### src/rtl/truth_table_sweeper.sv
// truth_table_sweeper
//   Sweeps every input combination of an N_IN-input combinational block in
//   ascending binary order. For each vector it waits SETTLE cycles, then
//   compares the block's response with a golden response. It reports the
//   mismatch count, the first failing vector and an overall pass flag.
//
//   Optional build macro: TT_CAPTURE_EN
//     When defined, an extra output port `capture` holds the observed truth
//     table. Vector v occupies bits [v*N_OUT +: N_OUT].
//
//   Timing: from the start-accept edge to the done pulse takes exactly
//   2**N_IN*(SETTLE+1) cycles. busy stays high up to and including the done
//   cycle. pass becomes valid together with done.
module truth_table_sweeper #(
  parameter int N_IN   = 3,
  parameter int N_OUT  = 1,
  parameter int SETTLE = 1
) (
  input  logic              clk,
  input  logic              rst_n,
  input  logic              start,
  output logic [N_IN-1:0]   stim,
  input  logic [N_OUT-1:0]  dut_out,
  input  logic [N_OUT-1:0]  exp_out,
  output logic              busy,
  output logic              done,
  output logic              pass,
  output logic [N_IN:0]     err_cnt,
  output logic [N_IN-1:0]   first_fail,
  output logic              first_fail_vld
`ifdef TT_CAPTURE_EN
  ,
  output logic [(2**N_IN)*N_OUT-1:0] capture
`endif
);

  // Sweep-wide constants
  localparam logic [7:0]        SETTLE_C   = 8'(SETTLE);
  localparam logic [7:0]        CNT_ONE    = 8'd1;
  localparam logic [7:0]        CNT_ZERO   = 8'd0;
  localparam logic [N_IN-1:0]   STIM_LAST  = {N_IN{1'b1}};
  localparam logic [N_IN-1:0]   STIM_ZERO  = {N_IN{1'b0}};
  localparam logic [N_IN-1:0]   STIM_ONE   = {{(N_IN-1){1'b0}}, 1'b1};
  localparam logic [N_IN:0]     ERR_ZERO   = {(N_IN+1){1'b0}};
`ifdef TT_CAPTURE_EN
  localparam int                CAP_W      = (2**N_IN)*N_OUT;
  localparam logic [CAP_W-1:0]  CAP_ZERO   = {CAP_W{1'b0}};
`endif

  typedef enum logic [1:0] {
    S_IDLE   = 2'd0,
    S_SETTLE = 2'd1,
    S_CHECK  = 2'd2,
    S_DONE   = 2'd3
  } state_e;

  state_e              state_q;
  logic [7:0]          cnt_q;
  logic [N_IN-1:0]     stim_q;
  logic                busy_q;
  logic                done_q;
  logic                pass_q;
  logic [N_IN:0]       err_cnt_q;
  logic [N_IN-1:0]     first_fail_q;
  logic                first_fail_vld_q;
`ifdef TT_CAPTURE_EN
  logic [CAP_W-1:0]    capture_q;
`endif

  logic                mismatch_d;
  logic [N_IN:0]       err_cnt_d;

  // Per-vector comparison and the error count that includes this vector
  always_comb begin
    mismatch_d = 1'b0;
    err_cnt_d  = err_cnt_q;
    if (dut_out != exp_out) begin
      mismatch_d = 1'b1;
    end else begin
      mismatch_d = 1'b0;
    end
    err_cnt_d = err_cnt_q + {{N_IN{1'b0}}, mismatch_d};
  end

  // Sweep controller: state, counters and all registered outputs
  always_ff @(posedge clk or negedge rst_n) begin
    if (!rst_n) begin
      state_q          <= S_IDLE;
      cnt_q            <= CNT_ZERO;
      stim_q           <= STIM_ZERO;
      busy_q           <= 1'b0;
      done_q           <= 1'b0;
      pass_q           <= 1'b0;
      err_cnt_q        <= ERR_ZERO;
      first_fail_q     <= STIM_ZERO;
      first_fail_vld_q <= 1'b0;
`ifdef TT_CAPTURE_EN
      capture_q        <= CAP_ZERO;
`endif
    end else begin
      case (state_q)
        S_IDLE: begin
          done_q <= 1'b0;
          if (start) begin
            // New sweep: clear all results, drive vector 0
            stim_q           <= STIM_ZERO;
            cnt_q            <= SETTLE_C;
            err_cnt_q        <= ERR_ZERO;
            first_fail_q     <= STIM_ZERO;
            first_fail_vld_q <= 1'b0;
            pass_q           <= 1'b0;
            busy_q           <= 1'b1;
`ifdef TT_CAPTURE_EN
            capture_q        <= CAP_ZERO;
`endif
            state_q          <= S_SETTLE;
          end else begin
            state_q <= S_IDLE;
          end
        end

        S_SETTLE: begin
          // The counter is loaded with SETTLE, so this state lasts SETTLE cycles
          if (cnt_q <= CNT_ONE) begin
            cnt_q   <= CNT_ZERO;
            state_q <= S_CHECK;
          end else begin
            cnt_q   <= cnt_q - CNT_ONE;
            state_q <= S_SETTLE;
          end
        end

        S_CHECK: begin
          err_cnt_q <= err_cnt_d;
          if (mismatch_d && !first_fail_vld_q) begin
            first_fail_q     <= stim_q;
            first_fail_vld_q <= 1'b1;
          end else begin
            first_fail_q     <= first_fail_q;
            first_fail_vld_q <= first_fail_vld_q;
          end
`ifdef TT_CAPTURE_EN
          capture_q[int'(stim_q)*N_OUT +: N_OUT] <= dut_out;
`endif
          if (stim_q == STIM_LAST) begin
            // Last vector: the verdict uses the count including this check
            done_q  <= 1'b1;
            pass_q  <= (err_cnt_d == ERR_ZERO);
            state_q <= S_DONE;
          end else begin
            stim_q  <= stim_q + STIM_ONE;
            cnt_q   <= SETTLE_C;
            state_q <= S_SETTLE;
          end
        end

        S_DONE: begin
          done_q  <= 1'b0;
          busy_q  <= 1'b0;
          state_q <= S_IDLE;
        end

        default: begin
          done_q  <= 1'b0;
          busy_q  <= 1'b0;
          state_q <= S_IDLE;
        end
      endcase
    end
  end

  assign stim           = stim_q;
  assign busy           = busy_q;
  assign done           = done_q;
  assign pass           = pass_q;
  assign err_cnt        = err_cnt_q;
  assign first_fail     = first_fail_q;
  assign first_fail_vld = first_fail_vld_q;
`ifdef TT_CAPTURE_EN
  assign capture        = capture_q;
`endif

endmodule
### config.mk
export PLATFORM = sky130hd
export DESIGN_NAME = truth_table_sweeper
export DESIGN_NICKNAME = d
export VERILOG_FILES = /design/src/rtl/truth_table_sweeper.sv
export SDC_FILE = /design/constraint.sdc
export NUM_CORES = 1
export LEC_CHECK = 0
export CORE_UTILIZATION = 57
export DETAILED_ROUTE_END_ITERATION = 10
export PLACE_DENSITY = 0.92
export REMOVE_ABC_BUFFERS = 1
export SLEW_MARGIN = 20
export SYNTH_ARGS = -nofsm -noshare
export SYNTH_HDL_FRONTEND = slang
export SYNTH_SLANG_ARGS = --single-unit
### constraint.sdc
create_clock -name clk -period 3.41 [get_ports clk]
set_input_delay 0.682 -clock clk [delete_from_list [all_inputs] [get_ports clk]]
set_output_delay 0.682 -clock clk [all_outputs]
set_load 0.1 [all_outputs]
==> results of run 1 <==
-- logic make-up (layout without fill, tap and decap cells) --
family | after synthesis | in the layout
compound gates | 32 | 32
xor+xnor | 8 | 8
mux | 2 | 2
flops | 24 | 24
fa+ha+maj | 10 | 10
buf+inv | 10 | 29
simple gates | 45 | 45
-- worst register-to-register path: cells and delay by family (launching register included) --
kind	cells	cell delay [ns]
buffers and inverters	1	0.08
AO/OA/AOI/OAI	2	0.60
AND/OR/NAND/NOR	2	0.68
adder cells (fa/ha/maj)	1	0.28
flip-flops	1	0.40
-- report_power, final --
part	switching, uW	internal [uW]	total, uW
combinational	468	232	699
clock	86.5	65.3	152
sequential	60.6	346	406
-- through the flow --
step           utilization  setup slack [ns]
2_1_floorplan            -              1.03
3_3_place_gp         0.682             0.911
3_5_place_dp         0.682             0.786
4_1_cts              0.699             0.850
5_1_grt              0.697             0.802
6_report             0.697             0.861
-- metal layers --
layer,wire length (um),vias up,global-route usage
met4,14,0,0.114
met2,1230,23,0.358
met1,1190,493,0.310
li1,-,509,-
met5,0,-,0
met3,82,2,0.0247
-- final cells by class --
| cell class | count | share of cell area |
|---|---|---|
| Clock buffer | 4 | 0.0238 |
| Inverter | 7 | 0.0172 |
| Multi-Input combinational cell | 97 | 0.443 |
| Sequential cell | 24 | 0.393 |
| Tap cell | 28 | 0.0230 |
| Timing Repair Buffer | 18 | 0.100 |
-- path summary, 6_finish.rpt --
path	cells past startpoint	from	to
setup / recovery	1	err_cnt[0]	err_cnt[0]
hold / removal	1	rst_n	first_fail[2]
setup reg to reg	6	state_q[0]	first_fail[0]
hold reg to reg	1	first_fail[1]	first_fail[1]
max in group asynchronous	1	rst_n	state_q[1]
min in group clk	1	first_fail[1]	first_fail[1]
-- cell usage after synthesis, drive strengths merged, types with 4 or more instances --
cell type,instances
a21oi,7
a22o,6
nor2,9
nand3,4
dfrtp,24
nand2,11
ha,10
o21ai,13
nor3,4
inv,7
xor2,5
-- sequential cells by signal (all words and copies together) (netlist names) --
signal          flops
busy                1
cnt_q               8
done                1
err_cnt             4
first_fail          3
first_fail_vld      1
pass                1
state_q             2
stim                3
-- placed cells by master (no fill, tap or decap), types with 2 or more instances in the layout --
master / Yosys / routed
dfrtp_1: 24 / 24
nand2_1: 11 / 11
ha_1: 10 / 10
o21ai_0: 4 / 4
nand4_1: 3 / 3
buf_4: 0 / 9
a32o_1: 2 / 2
nor3_1: 4 / 4
clkbuf_4: 0 / 3
a21oi_1: 6 / 6
xor2_1: 5 / 5
o21ai_1: 9 / 9
xnor2_1: 3 / 3
nor4_1: 2 / 2
nor2_1: 9 / 9
inv_1: 7 / 7
a22o_1: 6 / 6
nand2b_1: 2 / 2
nand3_1: 4 / 4
nor2b_1: 2 / 2
clkdlybuf4s50_1: 0 / 8
or4_4: 2 / 2
==> reports/qor.txt, run 1 <==
dominant cell type by area after synthesis: dfrtp_1
FF+latch area: 601 um^2
Seq/Total Area, Yosys: 0.457
Yosys warnings: 0
layout cell share with drive strength beyond 1: 0.127
Worst Tran Pin Value: 0.968 ns
Min Hold Slack: 0.313 ns
Clock Latency Late Sink: 0.32 ns
critical path class: reg2out
CTS root buffer: clkbuf_4
most used flip-flop cell after synthesis: dfrtp_1
Core Area: 2190 um^2
Reg clk slew, reported paths: 0.13 ns
Synth Area in Simple Gates: 0.186
DRC violations left: 0
crit start category: flop
Starting Density: 0.600
num ports: 19
post-synth cell types: 33
final instance area: 1530 um^2
nature of the critical path endpoint: output pin
relative slew slack: 0.352
Mapped Area: 1310 um^2
CTS Buf Count: 3
min cycle time layout: 2.55 ns
H-tree levels: 1
TNS Setup: 0 ns
critical path's top delay family: buffers and inverters
Synth area leaders: dfrtp_1 (46%), ha_1 (9.5%), a22o_1 (4.0%)
global-route usage over all layers: 0.228
Synth Area in Compound Gates: 0.164
worst clock skew: 0.00533 ns
setup violators final: 0
DPL Wire Length: 1880 um
Hold Fails Final Rpt: 0
Final Cycle Share: 0.747
Max Slew Vio Count: 0
Worst Path Required: 2.73 ns
Die Height: 50.0 um
CTS resizes: 0
ANT nets after route: 0
async set-or-reset flop fraction in the synthesized netlist: 1.00
initial antenna violation count: 0
PwrDens: 824 nW/um^2
max incr delay on CP: 1.15 ns
VDD IR max: 0.561 mV
Synth-to-Final Area Change: 16.2%
largest family of logic cells by synthesized area: simple AND/OR/NAND/NOR gates
CTS tree: yes
ant diodes: 0
final std cells w/o fill: 178
Yosys reg bits: 24
Cell Rows: 17
post-CTS setup buffer count: 0
Gate Count Post-Synth: 131
PortBufs: 18
first-pass GRT wire length: 4310 um
number of nets in the layout: 166
filler cell count: 161
multi-input logic area: 676 um^2
Die X: 50.0 um
Synth top area share: 0.457
WP buf/inv: 1
die area: 2500 um^2
xor-xnor portion of the synthesized cell area: 0.0533
CP arrival: 1.87 ns
status: finished clean
total iterations of the first detailed-routing run: 4
syn avg cell area: 10.0 um^2
gr ovfl total: 0
CP Cell Sequence: clkdlybuf4s50_1
drt wl/cell: 14.1 um
total number of vias: 1027
CP max-delay cell: clkdlybuf4s50_1
DR iter-0 viols: 37
Clock Path Buffers: 2
Post-synth EDFFs: 0
post-synthesis adder-cell area fraction: 0.0952
hold crit path type: in2async
placed cell areas: 1500 um^2
total power: 1260 uW
Worst R2R Setup Slack: 1.27 ns
vias in the first global route: 991
Pleak: 0.000720 uW
CTS sink cnt: 24
RSZ-0062 raised after global routing: no
largest net degree at the start of global routing: 25
max cap viols: 0
Via density: 5.77
Placed Cells: 174
# hold bufs at CTS: 0
placer congestion estimate: 0.834
mux share of post-synthesis cell area: 0.0162
crit path max fanout: 3
top achievable clock speed: 392 MHz
routed wire length: 2510 um
Note: power is estimated with default switching activity, not from simulation.
==> run 2: changes to the inputs <==
--- a/config.mk
+++ b/config.mk
@@ -5,9 +5,9 @@
 export SDC_FILE = /design/constraint.sdc
 export NUM_CORES = 1
 export LEC_CHECK = 0
-export CORE_UTILIZATION = 57
+export CORE_UTILIZATION = 53
 export DETAILED_ROUTE_END_ITERATION = 10
-export PLACE_DENSITY = 0.92
+export PLACE_DENSITY = 0.87
 export REMOVE_ABC_BUFFERS = 1
 export SLEW_MARGIN = 20
 export SYNTH_ARGS = -nofsm -noshare
==> constraint.sdc (replaced) <==
create_clock -name clk -period 2.55 [get_ports clk]
set_input_delay 0.51 -clock clk [delete_from_list [all_inputs] [get_ports clk]]
set_output_delay 0.51 -clock clk [all_outputs]
set_load 0.1 [all_outputs]
==> reports/qor.txt, run 2 (same netlist as run 1, synthesis figures left out) <==
CTS sink cnt: 24
Flop pwr share: 0.318
CP arrival: 2.27 ns
Switching Share: 0.487
internal power: 882 uW
critical path class: in2reg
largest net degree at the start of global routing: 25
DR iter-0 viols: 27
Net Sw Power: 836 uW
setup violators final: 0
slack of the critical path: 0.522 ns
vias in the first global route: 1064
Worst Tran Pin Value: 0.582 ns
total iterations of the first detailed-routing run: 4
# hold bufs at CTS: 0
worst clock skew: 0.00163 ns
pre-CTS setup slack: 0.209 ns
CTS resizes: 0
gr ovfl total: 0
die area: 2680 um^2
Synth-to-Final Area Change: 17.3%
CTS Buf Count: 3
layout cell share with drive strength beyond 1: 0.170
Clock Power Share: 0.114
crit start category: input port
final std cells w/o fill: 181
Clock Latency Late Sink: 0.31 ns
post-CTS setup buffer count: 0
nature of the critical path endpoint: flop
Max Slew Vio Count: 0
initial antenna violation count: 0
ant diodes: 0
global-route usage over all layers: 0.234
ANT nets after route: 0
status: finished clean
drt wl/cell: 14.9 um
RSZ-0062 raised after global routing: no
num ports: 19
CTS tree: yes
Hold Fails Final Rpt: 0
Placed Cells: 177
Via density: 5.86
Worst Path Required: 2.80 ns
PortBufs: 18
Die X: 51.8 um
largest register by flop count: cnt_q
VDD IR max: 0.840 mV
total number of vias: 1060
max FFs per register: 8
placer congestion estimate: 0.803
H-tree levels: 1
number of nets in the layout: 169
Core Area: 2280 um^2
Reg clk slew, reported paths: 0.12 ns
relative slew slack: 0.608
Cell Rows: 17
most frequent cells in the layout: dfrtp_1 (24), buf_4 (17), nand2_1 (11)
CTS root buffer: clkbuf_4
commonest non-fill, non-tap cell in the layout: dfrtp_1
TNS Setup: 0 ns
Final Cycle Share: 0.795
hold crit path type: reg2reg
top achievable clock speed: 493 MHz
Clock Path Buffers: 2
Pleak: 0.000744 uW
max cap viols: 0
first-pass GRT wire length: 4610 um
Logic pwr share: 0.568
crit path max fanout: 3
min cycle time layout: 2.03 ns
Starting Density: 0.577
DPL Wire Length: 1940 um
Die Height: 51.8 um
routed wire length: 2690 um
DRC violations left: 0
PwrDens: 1110 nW/um^2
==> run 2: cell types whose count changed in the layout (fill, tap and decap cells not counted), sizes merged <==
cell,change
clkdlybuf4s50,-4
buf,+7
==> run 2: worst paths after layout <==
| path | slack, ns | from | to | cells after the start |
|---|---|---|---|---|
| max | 0.52 | exp_out | pass | 9 |
| min | 0.53 | first_fail[0] | first_fail[0] | 1 |
| max reg2reg | 0.56 | state_q[0] | first_fail[2] | 5 |
| min reg2reg | 0.53 | first_fail[0] | first_fail[0] | 1 |
| max in group asynchronous | 1.77 | rst_n | state_q[1] | 2 |
| min in group asynchronous | 0.54 | rst_n | err_cnt[2] | 2 |
==> run 2: area by class of cell <==
type | count | area [um^2]
Inverter | 7 | 26.3
Tap cell | 28 | 35.0
Fill cell | 159 | 734
Sequential cell | 24 | 601
Timing Repair Buffer | 21 | 168
Multi-Input combinational cell | 97 | 676
Clock buffer | 4 | 36.3
==> run 2: power groups by stage <==
stage               registers, uW  clock network, uW  logic [uW]
floorplan                     752                  0         531
finish                        546                197         976
global route                  556                223        1060
global placement              542                  0         938
detailed placement            548                  0         960
CTS                           544                206         971
==> run 2: critical path, stage by stage <==
cell             delay (ns)
clkdlybuf4s50_1        0.41
xnor2_1                0.25
inv_1                  0.08
ha_1                   0.21
ha_1                   0.23
xor2_1                 0.18
nor3_1                 0.14
nand4_1                0.12
o21ai_1                0.15
==> run 2: per-stage QoR <==
step	area [um^2]	util	power, uW	hold slack [ns]
after floorplan	1300	-	1280	0.214
after global placement	1510	0.661	1480	0.487
after detailed placement	1510	0.661	1510	0.499
after CTS	1540	0.677	1720	0.529
after global routing	1540	0.677	1840	0.541
final	1540	0.677	1720	0.530
==> run 2: layer usage <==
layer | share of wire | vias to the layer above | GRT usage | routed length [um]
met5 | 0 | - | 0 | 0
met4 | 0.013 | 0 | 0.108 | 36
met3 | 0.048 | 6 | 0.0409 | 130
met2 | 0.48 | 34 | 0.374 | 1300
met1 | 0.46 | 503 | 0.309 | 1230
li1 | - | 517 | - | -
==> run 3: changes to the inputs <==
==> constraint.sdc (replaced) <==
create_clock -name clk -period 2 [get_ports clk]
set_input_delay 0.4 -clock clk [delete_from_list [all_inputs] [get_ports clk]]
set_output_delay 0.4 -clock clk [all_outputs]
set_load 0.1 [all_outputs]
==> reports/qor.txt, run 3 (same netlist as run 1, synthesis figures left out) <==
status: finished clean
Max Slew Vio Count: 0
die area: 2680 um^2
PortBufs: 18
crit start category: flop
global-route usage over all layers: 0.253
CTS tree: yes
placed cell areas: 1570 um^2
DR iter-0 viols: 14
grt met2 use: 0.422
ANT nets after route: 0
DPL Wire Length: 2110 um
DRC violations left: 0
vias in the first global route: 1082
Reg clk slew, reported paths: 0.13 ns
pre-CTS setup slack: -0.251 ns
Core Area: 2280 um^2
H-tree levels: 1
routed wire length: 2720 um
initial antenna violation count: 0
filler cell count: 155
Die X: 51.8 um
commonest non-fill, non-tap cell in the layout: dfrtp_1
min cycle time layout: 1.92 ns
VDD IR max: 1.27 mV
nature of the critical path endpoint: flop
total iterations of the first detailed-routing run: 4
most frequent cells in the layout: dfrtp_1 (24), buf_4 (21), nand2_1 (11)
Via density: 5.81
top achievable clock speed: 520 MHz
final core utilization: 0.711
Starting Density: 0.577
gr ovfl total: 0
Synth-to-Final Area Change: 23.2%
placer congestion estimate: 0.827
Critical Path Sink: cnt_q[6]
CTS root buffer: clkbuf_4
# hold bufs at CTS: 0
Worst R2R Path Depth: 4
ant diodes: 0
largest net degree at the start of global routing: 25
Pleak: 0.000785 uW
max FFs per register: 8
crit path max fanout: 6
critical path class: reg2reg
Cell Rows: 17
TNS Setup: 0 ns
relative slew slack: 0.577
final instance area: 1620 um^2
CP startpoint: cnt_q[3]
grt peak-use layer: met2
Clock Latency Late Sink: 0.32 ns
Clock Path Buffers: 2
first-pass GRT wire length: 4840 um
Worst Path Required: 2.22 ns
RSZ-0062 raised after global routing: no
total number of vias: 1087
CP arrival: 2.14 ns
layout cell share with drive strength beyond 1: 0.208
Die Height: 51.8 um
met3 usage: 0.0702
FF-to-FF End: cnt_q[6]
slack of the critical path: 0.0778 ns
worst clock skew: 0.00503 ns
M1 GR Usage: 0.290
Min Hold Slack: 0.425 ns
drt wl/cell: 14.5 um
number of nets in the layout: 175
CTS sink cnt: 24
CTS Buf Count: 3
Worst R2R Setup Slack: 0.08 ns
setup violators final: 0
max cap viols: 0
PwrDens: 1390 nW/um^2
largest register by flop count: cnt_q
FF-to-FF Start: cnt_q[3]
hold crit path type: in2async
Hold Fails Final Rpt: 0
Final Cycle Share: 0.961
num ports: 19
Worst Tran Pin Value: 0.629 ns
## run 3: cell types whose count changed in the layout (fill, tap and decap cells not counted)
cell,delta
buf_4,+4
buf_12,+2
xnor2_2,+1
xnor2_1,-1
## run 3: worst max-delay path, cell delays in order (launching register included)
cell and delay (ns):
dfrtp_1 0.44, or4_4 0.57, or4_4 0.52, a21oi_4 0.22, nor2_1 0.08
## run 3: layout make-up
cell class / count / area (um^2) / share of cell area
multi-input cells: 97 / 683 / 0.422
flip-flops and latches: 24 / 601 / 0.371
repair buffers: 27 / 238 / 0.147
clock buffers: 4 / 36.3 / 0.0224
well taps: 28 / 35.0 / 0.0216
inverters: 7 / 26.3 / 0.0162
## run 3: what timing repair did
action                     4_1_cts  5_1_grt
setup endpoints to repair        0        2
setup buffers                    0        1
gates resized for setup          0        1
## run 3: how the worst min path moves through the flow
stage	endpoint	from	cells after the start
after global placement	cnt_q[1]	cnt_q[1]	2
after global routing	pass	rst_n	2
after floorplan	busy	rst_n	0
after detailed placement	first_fail[0]	first_fail[0]	1
after CTS	err_cnt[0]	rst_n	2
final	err_cnt[1]	rst_n	2
## run 3: through the flow
step / cells / power [uW]
after floorplan: 128 / 1640
after global placement: 182 / 1940
after detailed placement: 182 / 1990
after CTS: 186 / 2250
after global routing: 187 / 2410
final: 187 / 2240
## run 3: routing by layer
metal	share of wire	routed length, um
met4	0.022	60
met2	0.49	1330
met1	0.43	1160
met3	0.060	164
met5	0	0
## run 3: power by group
part	switching [uW]	total [uW]	internal [uW]	leakage, uW
logic	814	1290	474	0.000443
registers	110	699	589	0.000321
clock network	145	256	111	0.0000210
